`src/rtl/stopwatch_ctrl.sv`:
```
// Stopwatch control: button edge detect, IDLE/RUN/LAP/PAUSE sequencing,
// tick divider and MM:SS BCD counter with registered display/status outputs.
module stopwatch_ctrl #(
   parameter int CLK_FREQ_HZ = 100_000_000,
   parameter int TICK_HZ     = 1
) (
   input  logic        clk,
   input  logic        rst,
   input  logic        btn_start,
   input  logic        btn_clear,
   input  logic        btn_lap,
   output logic [15:0] disp_bcd,
   output logic        running,
   output logic        lap_active,
   output logic        tick,
   output logic        rollover
);

   localparam int DIV = CLK_FREQ_HZ / TICK_HZ;
   localparam int DW  = $clog2(DIV);
   localparam logic [DW-1:0] DIV_MAX = DW'(DIV - 1);

   typedef enum logic [1:0] {IDLE, RUN, LAP, PAUSE} state_t;

   state_t        state;
   logic [15:0]   count;
   logic [15:0]   latch;
   logic [DW-1:0] div;
   logic [2:0]    prev;   // {lap, clear, start}

   logic          ev_start, ev_clear, ev_lap;
   logic          adv, do_tick, roll;
   logic [15:0]   cnt_adv;
   logic [DW-1:0] div_adv;

   // Ripple increment of {min_t,min_o,sec_t,sec_o}; wraps 59:59 -> 00:00.
   function automatic logic [15:0] bcd_inc(input logic [15:0] v);
      logic [15:0] r;
      r = v;
      if (v[3:0] != 4'd9) r[3:0] = v[3:0] + 4'd1;
      else begin
         r[3:0] = 4'd0;
         if (v[7:4] != 4'd5) r[7:4] = v[7:4] + 4'd1;
         else begin
            r[7:4] = 4'd0;
            if (v[11:8] != 4'd9) r[11:8] = v[11:8] + 4'd1;
            else begin
               r[11:8] = 4'd0;
               if (v[15:12] != 4'd5) r[15:12] = v[15:12] + 4'd1;
               else r[15:12] = 4'd0;
            end
         end
      end
      return r;
   endfunction

   always_comb begin
      ev_start = btn_start & ~prev[0];
      ev_clear = btn_clear & ~prev[1];
      ev_lap   = btn_lap   & ~prev[2];
      // Timebase advances on the current state; a clear suppresses this edge's tick.
      adv      = ((state == RUN) || (state == LAP)) && !ev_clear;
      do_tick  = adv && (div == DIV_MAX);
      roll     = do_tick && (count == 16'h5959);
      cnt_adv  = do_tick ? bcd_inc(count) : count;
      div_adv  = adv ? ((div == DIV_MAX) ? '0 : div + 1'b1) : div;
   end

   always_ff @(posedge clk) begin
      if (rst) begin
         state      <= IDLE;
         count      <= '0;
         latch      <= '0;
         div        <= '0;
         prev       <= 3'b111;
         disp_bcd   <= '0;
         running    <= 1'b0;
         lap_active <= 1'b0;
         tick       <= 1'b0;
         rollover   <= 1'b0;
      end else begin
         prev     <= {btn_lap, btn_clear, btn_start};
         tick     <= do_tick;
         rollover <= roll;
         count    <= cnt_adv;
         div      <= div_adv;
         disp_bcd <= cnt_adv;
         if (ev_clear) begin
            state      <= IDLE;
            count      <= '0;
            latch      <= '0;
            div        <= '0;
            disp_bcd   <= '0;
            running    <= 1'b0;
            lap_active <= 1'b0;
         end else begin
            case (state)
               IDLE:
                  if (ev_start) begin
                     state   <= RUN;
                     div     <= '0;
                     running <= 1'b1;
                  end
               RUN:
                  if (ev_start) begin
                     state   <= PAUSE;
                     running <= 1'b0;
                  end else if (ev_lap) begin
                     state      <= LAP;
                     latch      <= cnt_adv;
                     lap_active <= 1'b1;
                  end
               LAP:
                  if (ev_start) begin
                     state      <= PAUSE;
                     running    <= 1'b0;
                     lap_active <= 1'b0;
                  end else if (ev_lap) begin
                     state      <= RUN;
                     lap_active <= 1'b0;
                  end else begin
                     disp_bcd <= latch;
                  end
               PAUSE:
                  if (ev_start) begin
                     state   <= RUN;
                     running <= 1'b1;
                  end
               default: state <= IDLE;
            endcase
         end
      end
   end

endmodule

```
`config.mk`:
```
export PLATFORM = sky130hd
export DESIGN_NAME = stopwatch_ctrl
export DESIGN_NICKNAME = d
export VERILOG_FILES = /design/src/rtl/stopwatch_ctrl.sv
export SDC_FILE = /design/constraint.sdc
export NUM_CORES = 1
export LEC_CHECK = 0
export BUFFER_PORTS_ARGS = -buffer_cell sky130_fd_sc_hd__buf_2
export CELL_PAD_IN_SITES_DETAIL_PLACEMENT = 0
export CELL_PAD_IN_SITES_GLOBAL_PLACEMENT = 1
export CORE_MARGIN = 5
export CORE_UTILIZATION = 41
export DETAILED_ROUTE_END_ITERATION = 16
export PLACE_DENSITY_LB_ADDON = 0.1
export SETUP_SLACK_MARGIN = 0.5
export SYNTH_ARGS = -nofsm -noshare
export SYNTH_HDL_FRONTEND = slang
export SYNTH_SLANG_ARGS = --single-unit
```
`constraint.sdc`:
```
create_clock -name clk -period 2 [get_ports clk]
set_clock_uncertainty 0.15 [all_clocks]
set_input_delay 0.4 -clock clk [delete_from_list [all_inputs] [get_ports clk]]
set_output_delay 0.4 -clock clk [all_outputs]
set_load 0.05 [all_outputs]
```
# ---- Word-level counts from Yosys, hierarchy flattened
# Index checks and enable logic that the tools add are counted.
# Widths: inputs -> output; s select.
dict set report classes {
  add_sub_neg 5
  mul 0
  div_mod_pow 0
  order_cmp 0
  n_eq_ne 15
  shifts 0
  mux 29
  bitwise_logic 7
  reduce_logical 14
}
# operator n
set op_table {}
lappend op_table {{$mux 27} 4}
lappend op_table {{$mux 16} 4}
lappend op_table {{$add 27x1->27 const B} 1}
lappend op_table {{$eq 27x27->1 const B} 1}
lappend op_table {{$mux 4} 5}
lappend op_table {{$add 4x1->4 const B} 4}
lappend op_table {{$eq 16x15->1 const B} 1}
lappend op_table {{$mux 12} 1}
lappend op_table {{$mux 2} 5}
lappend op_table {{$mux 8} 1}
lappend op_table {{$ne 4x3->1 const B} 2}
lappend op_table {{$ne 4x4->1 const B} 2}
lappend op_table {{$mux 1} 6}
lappend op_table {{$ne 3x3->1 const B} 2}
lappend op_table {{$pmux 2 s3} 1}
lappend op_table {{$reduce_or 2->1} 3}
lappend op_table {{$eq 2x2->1 const B} 2}
lappend op_table {{$ne 2x1->1 const B} 2}
lappend op_table {{$ne 2x2->1 const B} 2}
lappend op_table {{$not 1->1} 4}
lappend op_table {{$pmux 1 s2} 2}
lappend op_table {{$reduce_and 2->1} 2}
lappend op_table {{$reduce_and 4->1} 1}
lappend op_table {{$and 1x1->1} 3}
lappend op_table {{7 further kinds} 9}
dict set report word_totals {
  ff_bits 84
  latch_bits 0
  mem_bits_rw 0
  mem_bits_ro 0
  inputBits 5
  output_inout_bits 20
  mem_count 0
}

# ---- Depth between registers and ports, before layout
# Gate-level depths: netlist of the first run.
dict set report logic_depth {
  word_depth 9
  depth_mapped 9
  ltp_nobuf 7
}

# ---- Worst setup path after synthesis of the first run
# OpenSTA, ideal clock, no wires.
dict set report synth_path {
  path_type {reg2reg}
  startpoint {register state[0]}
  endpoint {register latch[3]}
  t_arrival_ns 1.978
  required_time_ns 1.717
  setup_slack_ns -0.262
  stages_incl_launch_ff 10
  n_path_buf 2
  path_cell_list {dfxtp_1 > inv_1 > ha_1 > buf_2 > nand3_1 > nor4_4 > buf_4 > nand3_1 > a22oi_1 > o22ai_1}
}
dict set report synth_between {
  elab_chain_cells 6
  elab_cells_between_ends 8
  cone_classes {eq/ne: 2; mux: 2; reduce/logical: 4}
}
# element line
set synth_lines {}
lappend synth_lines {{start, declared} 25} ;# state_t state;
lappend synth_lines {{start signal, assigned} 71} ;# state <= IDLE;
lappend synth_lines {{start signal, assigned} 89} ;# state <= IDLE;
lappend synth_lines {{start signal, assigned} 100} ;# state <= RUN;
lappend synth_lines {{$eq 2x1->1 / $eq 2x2->1 (equally long branches)} {62, 97}}
lappend synth_lines {{$logic_or 1x1->1} 62} ;# adv = ((state == RUN) || (state == LAP)) && !ev_clear;
lappend synth_lines {{$logic_and 1x1->1} 62}
lappend synth_lines {{$logic_and 1x1->1} 63} ;# do_tick = adv && (div == DIV_MAX);
lappend synth_lines {{$mux 16} 65} ;# cnt_adv = do_tick ? bcd_inc(count) : count;
lappend synth_lines {{$mux 16} 108} ;# end else if (ev_lap) begin
lappend synth_lines {{end signal, assigned} 110} ;# latch <= cnt_adv;
lappend synth_lines {{end, declared} 27} ;# logic [15:0] latch;
# Parallel ways exist; a longest one is shown, timed or not.
# A chain may end at the register's enable or synchronous reset.

# ---- Worst setup path in the final report of the first run
dict set report layout_path {
  startpoint {register div[11]}
  endpoint {register div[25]}
}
dict set report layout_between {
  elab_chain_cells 5
  elab_cells_between_ends 6
  cone_classes {add/sub: 1; eq/ne: 1; mux: 4}
}
# element line
set layout_lines {}
lappend layout_lines {{start, declared} 28} ;# logic [DW-1:0] div;
lappend layout_lines {{start signal, assigned} 86} ;# div <= div_adv;
lappend layout_lines {{$add 27x1->27 / $eq 27x27->1 (equally long branches)} 66} ;# div_adv = adv ? ((div == DIV_MAX) ? '0 : div + 1'b1) : div;
lappend layout_lines {{$mux 27 (*) (2 in series)} 66}
lappend layout_lines {{$mux 27} 99} ;# if (ev_start) begin
lappend layout_lines {{$mux 27 (*)} 97} ;# case (state)
# Mark *: on every way between the ends. The rest lies on a longest branch, timed or not.

==> results.json, run 1 <==
{
  "status": "finished with violations",
  "violations": "negative setup slack",
  "num_io_pins": 25,
  "clock_sinks": 84,
  "dieArea_mm2": 0.0106,
  "insertion_delay_ns": 0.35,
  "nets": 516,
  "p_leak_nw": 2.02,
  "gp_congestion": 0.779,
  "antenna_found_initial": 0,
  "maxCapViolCount": 0,
  "postLayoutSetupSlackWorst_ns": -0.0608,
  "min_path_type": "in2reg",
  "dr.first_iter.drc_count": 127,
  "fin_setup_tns_ns": -1.61,
  "synth_cell_types": 48,
  "vdd.ir_drop.worst_uv": 619,
  "antenna_cells": 0,
  "rsz0062_at_grt": "yes",
  "setup_violations": 46,
  "endpoint_kind": "flip-flop",
  "core_mm2": 0.00855,
  "async_flop_share_pct": 0,
  "dpl-instance-area_mm2": 0.00424,
  "htreeDepth": 3,
  "grt_max_degree": 33,
  "cts_tree": "yes",
  "final_area_mm2": 0.00541,
  "crit_fanout": 8,
  "required_ns": 2.09,
  "die_h_um": 103,
  "placedCellCount": 568,
  "wirelength_mm": 9.31,
  "slew_viol_final": 0,
  "fmax_mhz": 485,
  "syn_area_mm2": 0.00354,
  "grt_pass1_vias": 3023,
  "start_util_pct": 41.4,
  "first_pass_iters": 4,
  "grt_first_pass_wirelength_mm": 14.5,
  "ys_seq_area_share_pct": 47.5,
  "start_kind": "flip-flop",
  "ys.flop_type": "dfxtp_1",
  "globalRouteTotalUtil_pct": 17.4,
  "io_buffers": 24,
  "overflow": 0,
  "drive_gt1_share_pct": 49.1,
  "wl_per_cell_um": 15.0,
  "yosysWarnings": 0,
  "synth-edff-count": 0,
  "fillers": 695,
  "row_count": 34,
  "clk_pin_slew_worst_paths_ns": 0.09,
  "synthToLayoutAreaGrowth_pct": 52.6,
  "clock-root-buffer": "clkbuf_8",
  "critical_path_class": "reg2reg",
  "fin_crit_sh_pct": 103,
  "ys_seq_elements": 84,
  "ant_nets": 0,
  "finalHoldViolations": 0,
  "crit_arrival_ns": 2.15,
  "power_density_mw_per_mm2": 793,
  "cts_made_buffers": 9,
  "route.detailed.drc": 0,
  "die_w_um": 103,
  "synth_area_per_cell_um2": 8.79,
  "fin_cells": 619,
  "timing.slew.headroom_pct": 75.2,
  "hold_ws_ns": 0.0970,
  "syn_nets": 413,
  "worst_slew_pin_slew_ns": 0.371,
  "clockBufferDepth": 2,
  "pre_cts_slack_ns": -0.106,
  "postSynthCellCount": 403,
  "post_drt_via_cell_ratio": 5.13,
  "dp_hpwl_mm": 5.55,
  "vias": 3177,
  "finalCriticalPeriod_ns": 2.06,
  "holdBufCountCts": 0
}
[worst max-delay path, stage by stage (launching register included)]
cell and delay (ns):
dfxtp_2 0.35, nor4_2 0.27, nand3_1 0.16, nor4_4 0.36
buf_6 0.21, a211o_4 0.16, buf_6 0.11, buf_12 0.13
nor2_1 0.05
[path summary, 6_finish.rpt]
check,cells after the start,end,slack [ns],startpoint
setup / recovery,8,div[25]$_SDFF_PP0_,-0.06,div[11]$_SDFF_PP0_
hold / removal,2,prev[1]$_SDFF_PP1_,0.1,btn_clear
setup reg to reg,8,div[25]$_SDFF_PP0_,-0.06,div[11]$_SDFF_PP0_
hold reg to reg,2,disp_bcd[14]$_SDFF_PP0_,0.34,latch[14]$_SDFFE_PP0P_
[Yosys cell counts, types with 3 or more instances]
library cell	n	area, um2
or3_1	3	18.8
dfxtp_1	84	1680
xor2_1	22	193
or2_2	3	18.8
nand4_1	16	100
o22ai_1	4	25.0
and4_1	5	43.8
nor2_1	58	218
a21oi_1	30	150
a211oi_1	9	67.6
buf_2	5	25.0
mux2i_1	4	40.0
nor2b_1	7	43.8
nand2b_1	8	50.1
xnor2_1	8	70.1
ha_1	5	62.6
nand2_1	26	97.6
inv_1	9	33.8
a31oi_1	3	18.8
nand3_1	14	70.1
o21ai_0	26	130
nor4_1	4	25.0
clkbuf_1	14	52.6
and3_1	8	50.1
[cells by family (layout without fill, tap and decap cells)]
group	after synthesis	in the layout	share of synthesized area [%]
AOI/OAI and AO/OA	84	84	13.8
xor gates and xnor gates	30	30	7.42
adders and majority gates	5	5	1.77
buffers and inverters	30	138	3.50
DFF	84	84	47.5
muxes	4	4	1.13
and+or+nand+nor	166	166	24.9
[final cells by class]
cell class	count	area, um2	area share [%]
Multi-Input combinational cell	289	2290	42.4
Sequential cell	84	1710	31.6
Timing Repair Buffer	113	1050	19.5
Clock buffer	10	138	2.54
Tap cell	108	135	2.50
Clock inverter	6	48.8	0.902
Inverter	9	33.8	0.625
[cell usage in the layout (no fill, tap or decap), types with 6 or more instances in the layout]
cell	Yosys	final
dfxtp_1	84	65
buf_4	1	63
nor2_1	58	32
nand2_1	26	23
o21ai_0	26	23
buf_6	0	23
a21oi_1	30	22
dfxtp_2	0	18
nor2_2	0	17
nand4_1	16	16
xor2_1	22	13
clkbuf_4	0	13
clkbuf_8	0	10
nor2_4	0	9
xor2_2	0	8
a21oi_2	0	8
nand2b_1	8	7
nand3_1	14	7
a211oi_2	0	7
inv_1	9	7
buf_2	5	6
[flip-flops by register name, summed over array words and instances (netlist names)]
name and cells:
disp_bcd 16, tick 1, div 27, lap_active 1
rollover 1, state 2, prev 3, running 1
latch 16, count 16
[layer usage]
metal  vias to the layer above  GRT usage (%)  wire length, um
met5                         -              0                0
met3                        11           2.71              283
met1                      1490           23.9             4410
li1                       1616              -                -
met4                         0           5.08              123
met2                        60           28.4             4480
[power by group]
group	internal, mW	leakage, nW	total [mW]	switching, mW
logic	0.615	1.25	1.33	0.715
clock network	0.494	0.0851	1.15	0.653
registers	1.77	0.688	1.81	0.0463
total	2.88	2.02	4.29	1.41
[through the flow]
step           utilization, %  power (mW)
2_1_floorplan               -        2.46
3_3_place_gp             49.6        2.67
4_1_cts                  59.0        4.06
3_5_place_dp             49.6        2.67
5_1_grt                  63.3        4.51
6_report                 63.3        4.29
[what timing repair did]
item,in CTS,in global routing
cloned,3,2
pin swaps,44,18
setup endpoints to repair,84,95
gates resized for setup,84,68
setup buffers,25,5
Note: power is estimated with default switching activity, not from simulation.
==> run 2: changes to the inputs <==
REMOVE_ABC_BUFFERS = 1   (was default)
TNS_END_PERCENT = 1   (was default)
==> run 2 against run 1 <==
The run still ends with negative setup slack left. Sequential cell count unchanged. Global-route usage decreased by 1.8 points. Non-clock buffer count fell by 22. Die area is the same. Wire length decreased by 11%. Total power fell by 4.2%. Critical endpoint is now latch[6]$_SDFFE_PP0P_. Largest cell class unchanged.
==> results.json, run 2 (synthesis results as in run 1) <==
{
  "final_area_mm2": 0.00487,
  "reg2regPathDepth": 9,
  "row_count": 34,
  "final_cell_mix": "dfxtp_1 (71), buf_4 (59), nor2_1 (58)",
  "drive_gt1_share_pct": 34.6,
  "dpl-instance-area_mm2": 0.00423,
  "status": "finished with violations",
  "cts_made_buffers": 9,
  "dp_hpwl_mm": 5.42,
  "first_pass_iters": 4,
  "gp_congestion": 0.752,
  "crit_arrival_ns": 2.28,
  "multi_input_area_mm2": 0.00200,
  "vdd.ir_drop.worst_uv": 427,
  "finalHoldViolations": 0,
  "route.detailed.drc": 0,
  "final_common_cell": "dfxtp_1",
  "synthToLayoutAreaGrowth_pct": 37.4,
  "critPathBufInv": 2,
  "grt_first_pass_wirelength_mm": 13.1,
  "top_register": "div",
  "placedCellCount": 574,
  "critical_path_class": "reg2reg",
  "cp_cell_sequence": "ha_4, and3_4, nand3_4, nor4_4, buf_4, buf_12, nand3_4, o31a_1, a21oi_1",
  "worst_r2r_endpoint": "latch[6]$_SDFFE_PP0P_",
  "min_from": "btn_lap",
  "nets": 494,
  "vias": 3097,
  "largest_register_ffs": 27,
  "clock_sinks": 84,
  "core_mm2": 0.00855,
  "grt_pass1_vias": 2879,
  "clk_pin_slew_worst_paths_ns": 0.09,
  "post_drt_via_cell_ratio": 5.19,
  "critical-path-top-delay-family": "simple AND/OR/NAND/NOR gates",
  "finalCriticalPeriod_ns": 2.14,
  "io_buffers": 24,
  "cp_slowest_cell": "dfxtp_2",
  "crit_fanout": 7,
  "r2r_slack_ns": -0.14,
  "worst_slew_pin_slew_ns": 0.331,
  "postLayoutSetupSlackWorst_ns": -0.141,
  "power_density_mw_per_mm2": 845,
  "hold_ws_ns": 0.101,
  "fillers": 790,
  "fin_cells": 597,
  "min_to": "prev[2]$_SDFF_PP1_",
  "start_util_pct": 41.4,
  "reg2reg_from": "div[0]$_SDFF_PP0_",
  "seq_area_mm2": 0.00170,
  "num_io_pins": 25,
  "wl_per_cell_um": 13.8,
  "start_kind": "flip-flop",
  "required_ns": 2.14,
  "clockBufferDepth": 2,
  "cpPeakStageDelay_ns": 0.36,
  "clock-root-buffer": "clkbuf_8",
  "min_path_type": "in2reg",
  "insertion_delay_ns": 0.35,
  "timing.slew.headroom_pct": 77.8,
  "cpMostUsedCell": "nand3_4",
  "cts_tree": "yes",
  "antenna_cells": 0,
  "globalRouteTotalUtil_pct": 15.6,
  "endpoint_kind": "flip-flop",
  "violations": "negative setup slack",
  "maxCapViolCount": 0,
  "slew_viol_final": 0,
  "dieArea_mm2": 0.0106,
  "die_w_um": 103,
  "p_leak_nw": 1.86,
  "wirelength_mm": 8.25,
  "overflow": 0,
  "htreeDepth": 3,
  "hold_path_depth": 2,
  "ant_nets": 0,
  "rsz0062_at_grt": "yes",
  "final_core_util_pct": 56.9,
  "setup_violations": 57,
  "antenna_found_initial": 0,
  "fmax_mhz": 467,
  "grt_max_degree": 33,
  "die_h_um": 103,
  "fin_crit_sh_pct": 107,
  "dr.first_iter.drc_count": 122
}
-- run 2: worst max path at each step --
stage,start,endpoint,slack (ns),depth (start not counted)
after detailed placement,div[11]$_SDFF_PP0_,disp_bcd[10]$_SDFF_PP0_,-0.21,6
after CTS,div[11]$_SDFF_PP0_,div[24]$_SDFF_PP0_,-0.13,6
final,div[0]$_SDFF_PP0_,latch[6]$_SDFFE_PP0P_,-0.14,9
after floorplan,state[0]$_SDFFE_PP0P_,div[0]$_SDFF_PP0_,-0.46,6
after global placement,state[0]$_SDFFE_PP0P_,disp_bcd[15]$_SDFF_PP0_,-0.17,8
after global routing,div[9]$_SDFF_PP0_,latch[6]$_SDFFE_PP0P_,-0.24,8
-- run 2: area by class of cell --
class	count	area share, %
Clock buffer	10	2.83
Clock inverter	6	1.47
Inverter	9	0.694
Multi-Input combinational cell	289	41.1
Sequential cell	84	34.9
Tap cell	108	2.78
Timing Repair Buffer	91	16.2
-- run 2: metrics by stage --
stage,TNS (ns),setup slack [ns],total power [mW]
floorplan,-22.96,-0.464,2.35
global placement,-7.17,-0.170,2.67
detailed placement,-7.89,-0.212,2.69
CTS,-3.25,-0.126,4.04
global route,-11.22,-0.243,4.34
finish,-3.49,-0.141,4.11
-- run 2: per-layer routing --
metal  vias to the layer above  share of wire [%]  global-route usage [%]
met1                      1495                 46                    19.0
met2                        20                 50                    26.9
met5                         -                  0                       0
met4                         0                1.6                    6.37
met3                         9                2.1                    2.91
li1                       1573                  -                       -
-- run 2: power by group --
part	total [mW]	internal (mW)	switching, mW	leakage (nW)
Combinational	1.03	0.442	0.591	1.07
Clock	1.27	0.622	0.644	0.0995
Sequential	1.81	1.77	0.0443	0.685
Total	4.11	2.83	1.28	1.86
-- run 2: repair_timing --
| item | in CTS | in global routing |
|---|---|---|
| gates resized for setup | 31 | 50 |
| cloned | 0 | 2 |
| buffers inserted | 0 | 5 |
| hold buffers | 0 | 0 |
| pin swaps | 13 | 20 |
| endpoints found under the setup margin | 83 | 95 |
==> run 3: changes to the inputs <==
CTS_BUF_LIST = sky130_fd_sc_hd__clkbuf_4 sky130_fd_sc_hd__clkbuf_8 sky130_fd_sc_hd__clkbuf_16   (was default)
GPL_TIMING_DRIVEN = 0   (was default)
SKIP_LAST_GASP = 1   (was default)
==> run 3 against run 2 <==
The run still ends with negative setup slack left. Combinational power shrank 17%. Sequential cell count unchanged. Sequential share of layout area is 5.2 points higher. Final cell count fell by 8.9%. Hold slack better by 0.0085 ns. Critical path type unchanged. Wire length shrank 12%. Via count down 8.1%. Clock-buffer cell count grew 1. First-iteration DRC count down 29%. Largest power group unchanged. Critical path depth is 1 lower.
==> results.json, run 3 (synthesis results as in run 1) <==
{
  "clk_pin_slew_worst_paths_ns": 0.09,
  "num_io_pins": 25,
  "start_util_pct": 41.4,
  "row_count": 34,
  "io_buffers": 24,
  "violations": "negative setup slack",
  "final_cell_mix": "dfxtp_1 (65), nor2_1 (58), a21oi_1 (28)",
  "crit_arrival_ns": 2.25,
  "crit_path_start": "state[0]$_SDFFE_PP0P_",
  "postLayoutSetupSlackWorst_ns": -0.124,
  "ant_nets": 0,
  "clock-root-buffer": "clkbuf_8",
  "dr.first_iter.drc_count": 87,
  "clockBufferDepth": 2,
  "insertion_delay_ns": 0.35,
  "nets": 441,
  "grt_pass1_vias": 2564,
  "p_leak_nw": 1.58,
  "min_path_type": "in2reg",
  "overflow": 0,
  "globalRouteTotalUtil_pct": 14.7,
  "htreeDepth": 3,
  "vdd.ir_drop.worst_uv": 509,
  "hold_ws_ns": 0.110,
  "clock_sinks": 84,
  "die_h_um": 103,
  "drive_gt1_share_pct": 26.6,
  "setup_violations": 41,
  "placedCellCount": 514,
  "dp_hpwl_mm": 4.68,
  "rsz0062_at_grt": "yes",
  "fmax_mhz": 471,
  "core_mm2": 0.00855,
  "reg2reg_from": "state[0]$_SDFFE_PP0P_",
  "antenna_cells": 0,
  "fillers": 842,
  "cts_tree": "yes",
  "die_w_um": 103,
  "slew_viol_final": 0,
  "fin_crit_sh_pct": 106,
  "vias": 2846,
  "cts_made_buffers": 9,
  "critical_path_class": "reg2reg",
  "status": "finished with violations",
  "antenna_found_initial": 0,
  "synthToLayoutAreaGrowth_pct": 20.9,
  "wirelength_mm": 7.29,
  "dieArea_mm2": 0.0106,
  "power_density_mw_per_mm2": 939,
  "largest_register_ffs": 27,
  "final_common_cell": "dfxtp_1",
  "top_register": "div",
  "start_kind": "flip-flop",
  "route.detailed.drc": 0,
  "worst_slew_pin_slew_ns": 0.653,
  "required_ns": 2.13,
  "wl_per_cell_um": 13.4,
  "endpoint_kind": "flip-flop",
  "maxCapViolCount": 0,
  "gp_congestion": 0.784,
  "grt_max_degree": 33,
  "grt_first_pass_wirelength_mm": 12.4,
  "min_from": "btn_start",
  "seq_area_mm2": 0.00172,
  "first_pass_iters": 4,
  "r2r_slack_ns": -0.12,
  "fin_cells": 544,
  "crit_fanout": 8,
  "finalCriticalPeriod_ns": 2.12,
  "finalHoldViolations": 0,
  "post_drt_via_cell_ratio": 5.23,
  "multi_input_area_mm2": 0.00194,
  "timing.slew.headroom_pct": 56.5
}
[run 3: worst max-delay path, cell delays in order, from the launching register on]
cell and delay, ns:
dfxtp_2 0.36, inv_2 0.06, ha_4 0.29, nand3_4 0.10
nor4_4 0.31, buf_6 0.18, nand3_4 0.09, o31a_1 0.35
a21oi_1 0.14
[run 3: area by class of cell]
type	instances	share of cell area, %
clock buffers	11	3.24
clock inverters	5	2.02
inverters	9	0.789
multi-input cells	289	45.3
flip-flops and latches	84	40.1
well taps	108	3.16
repair buffers	38	5.43
[run 3: layer usage]
metal | share of wire, % | vias up | routed length, um | GRT usage [%]
met1 | 50 | 1326 | 3650 | 19.6
met2 | 45 | 34 | 3280 | 23.3
met3 | 3.8 | 8 | 274 | 3.72
li1 | - | 1478 | - | -
met4 | 1.2 | 0 | 90 | 4.48
met5 | 0 | - | 0 | 0
[run 3: final timing paths]
kind,endpoint,cells after the start
worst max-delay path,disp_bcd[6]$_SDFF_PP0_,8
worst min-delay path,prev[0]$_SDFF_PP1_,2
worst max register to register,disp_bcd[6]$_SDFF_PP0_,8
worst min register to register,latch[11]$_SDFFE_PP0P_,2
[run 3: report_power, final]
| part | switching, mW | internal [mW] | leakage, nW |
|---|---|---|---|
| clock network | 0.616 | 0.739 | 0.115 |
| logic | 0.531 | 0.322 | 0.776 |
| registers | 0.0514 | 1.76 | 0.690 |
[run 3: per-stage QoR]
step | instance area [um2] | setup TNS [ns] | utilization, % | power [mW] | worst slack [ns]
CTS | 4170 | -3.36 | 48.7 | 3.97 | -0.103
global placement | 3710 | -74.75 | 43.4 | 2.49 | -1.30
global route | 4280 | -10.92 | 50.1 | 4.26 | -0.244
finish | 4280 | -1.92 | 50.1 | 4.02 | -0.124
floorplan | 3450 | -22.96 | - | 2.35 | -0.464
detailed placement | 3710 | -72.26 | 43.4 | 2.50 | -1.30
[run 3: what timing repair did]
| action | 4_1_cts | 5_1_grt |
|---|---|---|
| gates resized for setup | 48 | 19 |
| setup buffers | 9 | 5 |
| hold buffers | 0 | 0 |
| setup endpoints to repair | 83 | 99 |
| pin swaps | 9 | 6 |
